### config.mk
export PLATFORM = sky130hd
export DESIGN_NAME = kmap_eval
export DESIGN_NICKNAME = d
export VERILOG_FILES = /design/src/rtl/kmap_pkg.sv /design/src/rtl/kmap_scan.sv /design/src/rtl/kmap_eval.sv
export SDC_FILE = /design/constraint.sdc
export NUM_CORES = 1
export LEC_CHECK = 0
export ABC_AREA = 1
export CAP_MARGIN = 20
export CORE_MARGIN = 4
export CORE_UTILIZATION = 45
export CTS_CLUSTER_SIZE = 25
export DETAILED_ROUTE_END_ITERATION = 10
export PLACE_DENSITY = 0.67
export SLEW_MARGIN = 10
export SYNTH_ARGS = -nofsm -noshare
export SYNTH_HDL_FRONTEND = slang
export SYNTH_HIERARCHICAL = 1
export SYNTH_SLANG_ARGS = --single-unit
export TNS_END_PERCENT = 30
### constraint.sdc
create_clock -name clk -period 3.7 [get_ports clk]
set_input_delay 0.555 -clock clk [delete_from_list [all_inputs] [get_ports clk]]
set_output_delay 0.555 -clock clk [all_outputs]
set_load 0.01 [all_outputs]
### src/rtl/kmap_pkg.sv
// rtl/kmap_pkg.sv - shared state encoding and default truth table for kmap_eval
// Contents: state_t (scanner FSM states), KMAP_DEFAULT_TABLE (minterms 0,1,2,4,6,12,14)
package kmap_pkg;

  typedef enum logic [1:0] {
    IDLE = 2'd0,
    SCAN = 2'd1,
    DONE = 2'd2
  } state_t;

  localparam logic [15:0] KMAP_DEFAULT_TABLE = 16'h5057;

endpackage

### src/rtl/kmap_scan.sv
// rtl/kmap_scan.sv - minterm-count scanner: FSM, index counter and accumulator
// Ports:
//   clk, reset          rising-edge clock, synchronous active-high reset
//   scan_start          request a scan (accepted in IDLE only)
//   table_bits          current truth table contents
//   scan_busy           high while in SCAN
//   scan_done           one-cycle pulse in DONE
//   wr_ready            low in SCAN, so the table is stable while being counted
//   minterm_count       number of ones found by the last completed scan
module kmap_scan
  import kmap_pkg::*;
#(
  parameter int NIN = 4
) (
  input  logic                  clk,
  input  logic                  reset,
  input  logic                  scan_start,
  input  logic [(1<<NIN)-1:0]   table_bits,
  output logic                  scan_busy,
  output logic                  scan_done,
  output logic                  wr_ready,
  output logic [NIN:0]          minterm_count
);

  localparam logic [NIN-1:0] LAST_IDX = '1;
  localparam logic [NIN-1:0] ONE_IDX  = {{(NIN-1){1'b0}}, 1'b1};

  state_t         state_q, state_d;
  logic [NIN-1:0] idx_q;
  logic [NIN:0]   acc_q;
  logic [NIN:0]   count_q;
  logic [NIN:0]   acc_sum;

  // Accumulator including the bit examined this cycle; on the last index it
  // is the final count, so minterm_count is already valid while in DONE.
  assign acc_sum = acc_q + {{NIN{1'b0}}, table_bits[idx_q]};

  always_ff @(posedge clk) begin
    if (reset) begin
      state_q <= IDLE;
    end else begin
      state_q <= state_d;
    end
  end

  always_comb begin
    state_d = state_q;
    case (state_q)
      IDLE:    if (scan_start) state_d = SCAN;
      SCAN:    if (idx_q == LAST_IDX) state_d = DONE;
      DONE:    state_d = IDLE;
      default: state_d = IDLE;
    endcase
  end

  always_ff @(posedge clk) begin
    if (reset) begin
      idx_q   <= '0;
      acc_q   <= '0;
      count_q <= '0;
    end else begin
      case (state_q)
        IDLE: begin
          if (scan_start) begin
            idx_q <= '0;
            acc_q <= '0;
          end
        end
        SCAN: begin
          acc_q <= acc_sum;
          idx_q <= idx_q + ONE_IDX;
          if (idx_q == LAST_IDX) count_q <= acc_sum;
        end
        default: ;
      endcase
    end
  end

  always_comb begin
    scan_busy = 1'b0;
    scan_done = 1'b0;
    wr_ready  = 1'b1;
    case (state_q)
      SCAN: begin
        scan_busy = 1'b1;
        wr_ready  = 1'b0;
      end
      DONE:    scan_done = 1'b1;
      default: ;
    endcase
  end

  assign minterm_count = count_q;

endmodule

### src/rtl/kmap_eval.sv
// rtl/kmap_eval.sv - programmable truth-table evaluator with minterm-count scan
// Ports:
//   clk, reset                rising-edge clock, synchronous active-high reset
//   x, eval_en, inv           evaluate table[x] (complemented when inv=1)
//   f, f_valid                registered result and its one-cycle qualifier
//   wr_en, wr_addr, wr_data   truth-table write port, gated by wr_ready
//   wr_ready                  writes accepted (low while scanning)
//   scan_start, scan_busy,
//   scan_done, minterm_count  minterm-count scan control and result
module kmap_eval
  import kmap_pkg::*;
#(
  parameter int                   NIN        = 4,
  parameter logic [(1<<NIN)-1:0]  TABLE_INIT = KMAP_DEFAULT_TABLE
) (
  input  logic           clk,
  input  logic           reset,
  input  logic [NIN-1:0] x,
  input  logic           eval_en,
  input  logic           inv,
  output logic           f,
  output logic           f_valid,
  input  logic           wr_en,
  input  logic [NIN-1:0] wr_addr,
  input  logic           wr_data,
  output logic           wr_ready,
  input  logic           scan_start,
  output logic           scan_busy,
  output logic           scan_done,
  output logic [NIN:0]   minterm_count
);

  logic [(1<<NIN)-1:0] table_q;
  logic                f_q;
  logic                f_valid_q;

  // Eval reads table_q before the same-edge write lands, giving
  // read-before-write ordering on a shared index.
  always_ff @(posedge clk) begin
    if (reset) begin
      table_q   <= TABLE_INIT;
      f_q       <= 1'b0;
      f_valid_q <= 1'b0;
    end else begin
      f_valid_q <= eval_en;
      if (eval_en) f_q <= table_q[x] ^ inv;
      if (wr_en && wr_ready) table_q[wr_addr] <= wr_data;
    end
  end

  assign f       = f_q;
  assign f_valid = f_valid_q;

  kmap_scan #(
    .NIN(NIN)
  ) u_scan (
    .clk           (clk),
    .reset         (reset),
    .scan_start    (scan_start),
    .table_bits    (table_q),
    .scan_busy     (scan_busy),
    .scan_done     (scan_done),
    .wr_ready      (wr_ready),
    .minterm_count (minterm_count)
  );

endmodule

# ---- After elaboration in Yosys (flattened, before gate mapping)
# Index checks and enable logic that the tools add are counted.
# Widths: inputs -> output; s select.
dict set report classes {
  n_addsub 2
  mul 0
  div_mod_pow 0
  order_cmp 4
  n_eq_ne 5
  shifts 0
  mux 17
  bitwise 1
  n_reduce_logical 7
}
# cell count
set ops {}
lappend ops {{$bwmux 16} 1}
lappend ops {{$lt 4x5->1 const B} 3}
lappend ops {{$pmux 5 s2} 1}
lappend ops {{$bmux 1 s4} 2}
lappend ops {{$pmux 4 s2} 1}
lappend ops {{$mux 1} 6}
lappend ops {{$reduce_and 2->1} 3}
lappend ops {{$add 5x1->5} 1}
lappend ops {{$mux 5} 1}
lappend ops {{$add 4x1->4 const B} 1}
lappend ops {{$demux 1 s4} 1}
lappend ops {{$eq 4x4->1 const B} 1}
lappend ops {{$ge 4x1->1 const B} 1}
lappend ops {{$mux 2} 2}
lappend ops {{$mux 4} 1}
lappend ops {{$pmux 2 s2} 1}
lappend ops {{$eq 2x1->1 const B} 1}
lappend ops {{$eq 2x2->1 const B} 1}
lappend ops {{$logic_and 1x1->1} 2}
lappend ops {{$logic_not 2->1} 1}
lappend ops {{$ne 2x1->1 const B} 1}
lappend ops {{$ne 2x2->1 const B} 1}
lappend ops {{$reduce_bool 2->1} 1}
lappend ops {{$xor 1x1->1} 1}
dict set report word_totals {
  ff_bits 34
  latch_bits 0
  mem_bits_rw 0
  rom_bits 0
  out_inout_bits 10
  elab_cells 43
  mem_count 0
}

# ---- Longest topological paths before layout
# Gate-level depths: netlist of run 1.
dict set report depth {
  depth_word 5
  ltp_mapped 14
}

# ---- Cells and area by module
# Netlist of run 1, hierarchy kept.
# mod n_inst cells_per_inst area_each_um2 seq_area_each_um2
set by_module_without_submodules {}
lappend by_module_without_submodules {kmap_eval 1 152 985.9 360.3}
lappend by_module_without_submodules {kmap_scan 1 140 915.9 320.3}

# ---- Worst setup path after synthesis of run 1
# Ideal clock, no wire load.
dict set report synth_timing {
  kind {reg-to-reg}
  start {reg u_scan.idx_q[0]}
  end {reg u_scan.acc_q[4]}
  setup_time_ps 71
  arrival_ps 1573
  required_ps 3629
  slack_ps 2056
  path_stages_with_launch 15
  synth_period_minus_slack_ps 1644
  cell_sequence {dfxtp_1 -> buf_6 -> inv_6 -> nand2_1 -> nand2_1 -> nand2_1 -> nand3_1 -> nand3_1 -> nand2_1 -> ha_1 -> ha_1 -> nand3_1 -> xnor2_1 -> nand2_1 -> a21oi_1}
}
dict set report synth_between {
  elab_chain_cells 4
}
# item line
set synth_rtl {}
lappend synth_rtl {{from (decl)} kmap_scan.sv:29} ;# logic [NIN-1:0] idx_q;
lappend synth_rtl {{from (signal assigned)} kmap_scan.sv:71} ;# idx_q <= idx_q + ONE_IDX;
lappend synth_rtl {{$bmux 1 s4} kmap_scan.sv:36} ;# assign acc_sum = acc_q + {{NIN{1'b0}}, table_bits[idx_q]};
lappend synth_rtl {{$mux 1 (not written as such)} kmap_scan.sv:36}
lappend synth_rtl {{$add 5x1->5} kmap_scan.sv:36}
lappend synth_rtl {{$pmux 5 s2} kmap_scan.sv:62} ;# case (state_q)
lappend synth_rtl {{to (signal assigned)} kmap_scan.sv:70} ;# acc_q <= acc_sum;
lappend synth_rtl {{to (decl)} kmap_scan.sv:30} ;# logic [NIN:0] acc_q;
# No other way between the ends. The select of a mux whose other input is x is not followed.
# A chain may end at the register's enable or synchronous reset.

# ---- Final worst setup path of run 1
dict set report layout_timing {
  start {reg u_scan.state_q[1]}
  end {out scan_busy}
}
dict set report layout_between {
  elab_chain_cells 2
}
# item line
set layout_rtl {}
lappend layout_rtl {{from (decl)} kmap_scan.sv:28} ;# state_t state_q, state_d;
lappend layout_rtl {{from (signal assigned)} kmap_scan.sv:42} ;# state_q <= state_d;
lappend layout_rtl {{$eq 2x1->1} kmap_scan.sv:83} ;# case (state_q)
lappend layout_rtl {{$mux 1} kmap_scan.sv:83}
lappend layout_rtl {{to (decl)} kmap_eval.sv:28} ;# output logic scan_busy,
# No other way between the ends.

==> results of run 1 <==
metrics by stage:
| step | instances | utilization | area [µm²] | power (mW) |
|---|---|---|---|---|
| final | 369 | 0.5544 | 2250 | 0.7722 |
| after detailed placement | 361 | 0.5319 | 2158 | 0.4992 |
| after floorplan | 292 | - | 1902 | 0.4629 |
| after CTS | 369 | 0.5544 | 2250 | 0.7763 |
| after global routing | 369 | 0.5544 | 2250 | 0.8100 |
| after global placement | 361 | 0.5319 | 2158 | 0.4984 |
cells by family (layout without fill, tap and decap cells):
kind of cell / Yosys count / count (layout)
compound gates: 38 / 38
buf+inv: 60 / 87
fa+ha+maj: 3 / 3
simple gates: 154 / 154
flops: 34 / 34
xor+xnor: 3 / 3
area by class of cell:
cell class              instances  area, µm²
multi-input cells             198      957.2
inverters                      54      210.2
fillers                       396       1808
repair buffers                 25      247.7
flip-flops and latches         34      680.7
clock buffers                   7      86.33
clock inverters                 1      5.005
well taps                      50      62.56
routing by layer:
layer,track usage,share of wire,vias to the layer above
li1,-,-,974
met1,0.2627,0.50,834
met2,0.2363,0.42,51
met3,0.04408,0.067,4
met4,0.03689,0.0053,0
met5,0,0,-
tightest hold or removal path: cells and delay by family (launching register included):
family,cells,cell delay (ns)
flip-flops,1,0.31
AND/OR/NAND/NOR,1,0.06
AO/OA/AOI/OAI,1,0.05
final timing paths:
| kind | start | end | cells past startpoint |
|---|---|---|---|
| hold reg to reg | u_scan/minterm_count[2] | u_scan/minterm_count[2] | 2 |
| setup / recovery | u_scan/state_q[1] | scan_busy | 4 |
| setup reg to reg | u_scan/idx_q[0] | u_scan/acc_q[4] | 12 |
| hold / removal | u_scan/minterm_count[2] | u_scan/minterm_count[2] | 2 |
flip-flops by register name, indices dropped and copies added (netlist names):
signal / flops
f_valid: 1
f: 1
u_scan/acc_q: 5
u_scan/minterm_count: 5
u_scan/idx_q: 4
table_q: 16
u_scan/state_q: 2
layout by cell type, fill, tap and decap left out, types with 5 or more instances in the layout:
cell type / n
o21ai_0: 19
a21oi_1: 18
clkbuf_8: 6
nand2_1: 74
dfxtp_1: 34
nor2_1: 20
nand3_2: 5
inv_1: 48
nand3_1: 49
clkdlybuf4s50_1: 24
power by group through the flow:
stage / combinational [mW] / sequential (mW) / clock [mW]
finish: 0.108 / 0.384 / 0.281
global route: 0.122 / 0.384 / 0.304
CTS: 0.108 / 0.383 / 0.285
detailed placement: 0.107 / 0.392 / 0
global placement: 0.107 / 0.392 / 0
floorplan: 0.0755 / 0.387 / 0
==> results.sh, run 1 <==
export IMPL_skew_ns=0.007206
export IMPL_cts_setup_buffers=0
export IMPL_synth_area_leaders="dfxtp_1, nand2_1, nand3_1"
export IMPL_yosysWarningCount=6
export IMPL_ctsRootBufferMaster="clkbuf_8"
export IMPL_clockPowerShare=0.364
export IMPL_routedWlPerCell_um=11.66
export IMPL_synth_commonest_cells="nand2_1, nand3_1, inv_1"
export IMPL_slew_headroom=0.6536
export IMPL_final_antenna_net_count=0
export IMPL_p_int_mw=0.5677
export IMPL_synth_seq_area_share=0.3579
export IMPL_r2r_slack_ns=1.67
export IMPL_antenna_found_initial=0
export IMPL_finalCritPeriodShare=0.5842
export IMPL_nets=336
export IMPL_grt_usage=0.1709
export IMPL_die_area_um2=5330
export IMPL_die_width_um=73.01
export IMPL_gr_total_overflow=0
export IMPL_cp_slowest_stage_delay_ns=0.58
export IMPL_period_minus_slack_ns=2.162
export IMPL_path_class="flip-flop to primary output"
export IMPL_synthAdderAreaFrac=0.01974
export IMPL_area_growth_pct=18.29
export IMPL_cts_hold_buf=0
export IMPL_tightest_slew_ns=0.5167
export IMPL_synth_top_cell_by_area="dfxtp_1"
export IMPL_synth_top_family_by_area="simple AND/OR/NAND/NOR gates"
export IMPL_ys_flop_type="dfxtp_1"
export IMPL_slowest_stage="clkdlybuf4s50_1"
export IMPL_syn_nets=310
export IMPL_diodes=0
export IMPL_die_height_um=73.01
export IMPL_holdCritPathClass="flip-flop to flip-flop"
export IMPL_synth_most_common_cell="nand2_1"
export IMPL_dp_hpwl_um=3206
export IMPL_p_per_area_nw_per_um2=343.2
export IMPL_clkTransAtPathRegs_ns=0.07
export IMPL_core_area_um2=4058
export IMPL_endpoint_kind="primary output"
export IMPL_drtIter0Drc=128
export IMPL_ir_drop_mv=0.2360
export IMPL_synthMuxAreaShare=0
export IMPL_num_vias=1863
export IMPL_status="complete, no violations"
export IMPL_p_sw_frac=0.2648
export IMPL_gp_congestion=0.9011
export IMPL_arrival_ns=1.61
export IMPL_clkSinkCount=34
export IMPL_grt_pass1_wl_um=7100
export IMPL_clk_latency_ns=0.28
export IMPL_cp_top_family="buffers and inverters"
export IMPL_tns_ns=0
export IMPL_cts_tree="yes"
export IMPL_maxSlewViolCount=0
export IMPL_io_buffers=24
export IMPL_holdWs_ns=0.4665
export IMPL_maxCapViolations=0
export IMPL_synth_distinct_cells=23
export IMPL_power_leakage_nw=1.035
export IMPL_cp_start_kind="flip-flop"
export IMPL_critical_path_required_ns=3.14
export IMPL_switchingPower_mw=0.2044
export IMPL_cts_buffer_depth=2
export IMPL_synth_edf_count=0
export IMPL_setup_viol=0
export IMPL_grt_pass1_vias=1552
export IMPL_synth_xor_area_frac=0.01382
export IMPL_grt_max_degree=22
export IMPL_synthArstFlopShare=0
export IMPL_rsz0062_at_grt="false"
export IMPL_synth_cells=292
export IMPL_path_max_fanout=13
export IMPL_viasPerCell=5.049
export IMPL_synth_top_area_frac=0.3579
export IMPL_hold_viol_final=0
export IMPL_cts_buffers=5
export IMPL_post_cts_resized=0
export IMPL_drc=0
export IMPL_syn_area_per_cell_um2=6.513
export IMPL_io_pins=25
export IMPL_synth_simple_gate_area_frac=0.3697
export IMPL_fmax_mhz=462.6
export IMPL_synth_area_um2=1902
export IMPL_p_seq_frac=0.497
export IMPL_crit_chain="inv_1 -> nand2_2 -> inv_2 -> clkdlybuf4s50_1"
export IMPL_drt_total_wl_um=4304
export IMPL_firstDrtPassIters=4
export IMPL_synth_compound_area_frac=0.1000
export IMPL_h_tree_depth=2
export IMPL_drive_above_1_share=0.07210
export IMPL_finalWorstSetupSlack_ns=1.538
export IMPL_std_cell_rows=23
export IMPL_start_util=0.4687
export IMPL_ys_ff_latch=34
export IMPL_p_comb_frac=0.139
export IMPL_dp_slack_ns=1.651
export IMPL_cp_num_buf_inv=3
Power figures use the tool's default switching activity.
==> run 2, diff against run 1 <==
==> constraint.sdc (replaced) <==
create_clock -name clk -period 2 [get_ports clk]
set_input_delay 0.3 -clock clk [delete_from_list [all_inputs] [get_ports clk]]
set_output_delay 0.3 -clock clk [all_outputs]
set_load 0.01 [all_outputs]
==> results.sh, run 2 (same netlist as run 1, synthesis figures left out) <==
export IMPL_die_area_um2=5330
export IMPL_routedWlPerCell_um=11.85
export IMPL_final_cell_mix="nand2_1, nand3_1, inv_1, dfxtp_1, clkdlybuf4s50_1"
export IMPL_critical_path_required_ns=1.70
export IMPL_firstDrtPassIters=4
export IMPL_grt_pass1_vias=1683
export IMPL_num_vias=1819
export IMPL_grt_pass1_wl_um=7307
export IMPL_gp_congestion=0.9066
export IMPL_final_util=0.5665
export IMPL_period_minus_slack_ns=1.939
export IMPL_area_growth_pct=20.86
export IMPL_endpoint_kind="primary output"
export IMPL_clkSinkCount=34
export IMPL_drc=0
export IMPL_dpl_instance_area_um2=2173
export IMPL_io_pins=25
export IMPL_drtIter0Drc=176
export IMPL_maxCapViolations=0
export IMPL_setup_viol=0
export IMPL_final_common_cell="nand2_1"
export IMPL_tightest_slew_ns=0.5378
export IMPL_ctsRootBufferMaster="clkbuf_8"
export IMPL_die_width_um=73.01
export IMPL_std_cell_rows=23
export IMPL_core_area_um2=4058
export IMPL_cts_tree="yes"
export IMPL_postLayoutCellArea_um2=2298
export IMPL_antenna_found_initial=0
export IMPL_cts_buffer_depth=2
export IMPL_clkTransAtPathRegs_ns=0.07
export IMPL_path_max_fanout=13
export IMPL_maxSlewViolCount=0
export IMPL_rsz0062_at_grt="false"
export IMPL_arrival_ns=1.64
export IMPL_holdCritPathClass="flip-flop to flip-flop"
export IMPL_skew_ns=0.008081
export IMPL_cts_buffers=5
export IMPL_start_util=0.4687
export IMPL_cts_setup_buffers=0
export IMPL_final_antenna_net_count=0
export IMPL_cp_start_kind="flip-flop"
export IMPL_drt_total_wl_um=4398
export IMPL_path_class="flip-flop to primary output"
export IMPL_fillers=392
export IMPL_clk_latency_ns=0.29
export IMPL_power_leakage_nw=1.057
export IMPL_die_height_um=73.01
export IMPL_h_tree_depth=2
export IMPL_gr_total_overflow=0
export IMPL_diodes=0
export IMPL_largest_register="table_q"
export IMPL_cts_hold_buf=0
export IMPL_largest_reg_flops=16
export IMPL_io_buffers=24
export IMPL_slew_headroom=0.6403
export IMPL_drive_above_1_share=0.08723
export IMPL_tns_ns=0
export IMPL_p_per_area_nw_per_um2=674.0
export IMPL_fmax_mhz=515.8
export IMPL_hold_viol_final=0
export IMPL_finalCritPeriodShare=0.9693
export IMPL_nets=338
export IMPL_grt_usage=0.1764
export IMPL_grt_max_degree=17
export IMPL_viasPerCell=4.903
export IMPL_status="complete, no violations"
export IMPL_dp_hpwl_um=3319
export IMPL_ir_drop_mv=0.4558
## run 2: area by class of cell
| class | instances | area, µm² | share of cell area |
|---|---|---|---|
| inverter | 54 | 210.2 | 0.09145 |
| tap | 50 | 62.56 | 0.02722 |
| multi-input combinational | 198 | 964.7 | 0.4197 |
| clock inverter | 3 | 45.04 | 0.01960 |
| sequential | 34 | 684.4 | 0.2978 |
| clock buffer | 5 | 68.82 | 0.02994 |
| timing repair buffer | 27 | 262.8 | 0.1143 |
## run 2: worst max-delay path, stage by stage, from the launching register on
cell and delay (ns):
dfxtp_1 0.38, nand2_2 0.13, inv_2 0.24, clkdlybuf4s50_1 0.59
## run 2: per-layer routing
metal	up-vias	track usage	share of wire
met2	28	0.2671	0.44
met1	808	0.2466	0.51
met5	-	0	0
met3	5	0.04132	0.037
met4	0	0.05533	0.0084
li1	978	-	-
## run 2: worst paths after layout
check                          from              end  slack (ns)  depth (start not counted)
setup / recovery  u_scan/state_q[0]        scan_busy        0.06                          3
hold / removal          table_q[13]      table_q[13]        0.48                          2
setup reg to reg    u_scan/idx_q[1]  u_scan/acc_q[4]        0.19                         11
hold reg to reg         table_q[13]      table_q[13]        0.48                          2
## run 2: repair_timing
item / CTS / global route
resized for setup: 0 / 3
endpoints found under the hold margin: 0 / 0
setup endpoints to repair: 0 / 6
## run 2: power by group
part           switching, mW  internal (mW)
sequential            0.0168          0.692
combinational          0.122         0.0845
clock                  0.263          0.371
## run 2: metrics by stage
| step | power, mW | setup slack, ns | cells | hold slack (ns) |
|---|---|---|---|---|
| 2_1_floorplan | 0.8564 | 0.3565 | 292 | 0.4070 |
| 3_3_place_gp | 0.9279 | 0.1547 | 363 | 0.4560 |
| 3_5_place_dp | 0.9290 | 0.05352 | 363 | 0.4607 |
| 4_1_cts | 1.561 | 0.02101 | 371 | 0.4762 |
| 5_1_grt | 1.614 | 0.005106 | 371 | 0.4834 |
| 6_report | 1.549 | 0.06138 | 371 | 0.4766 |
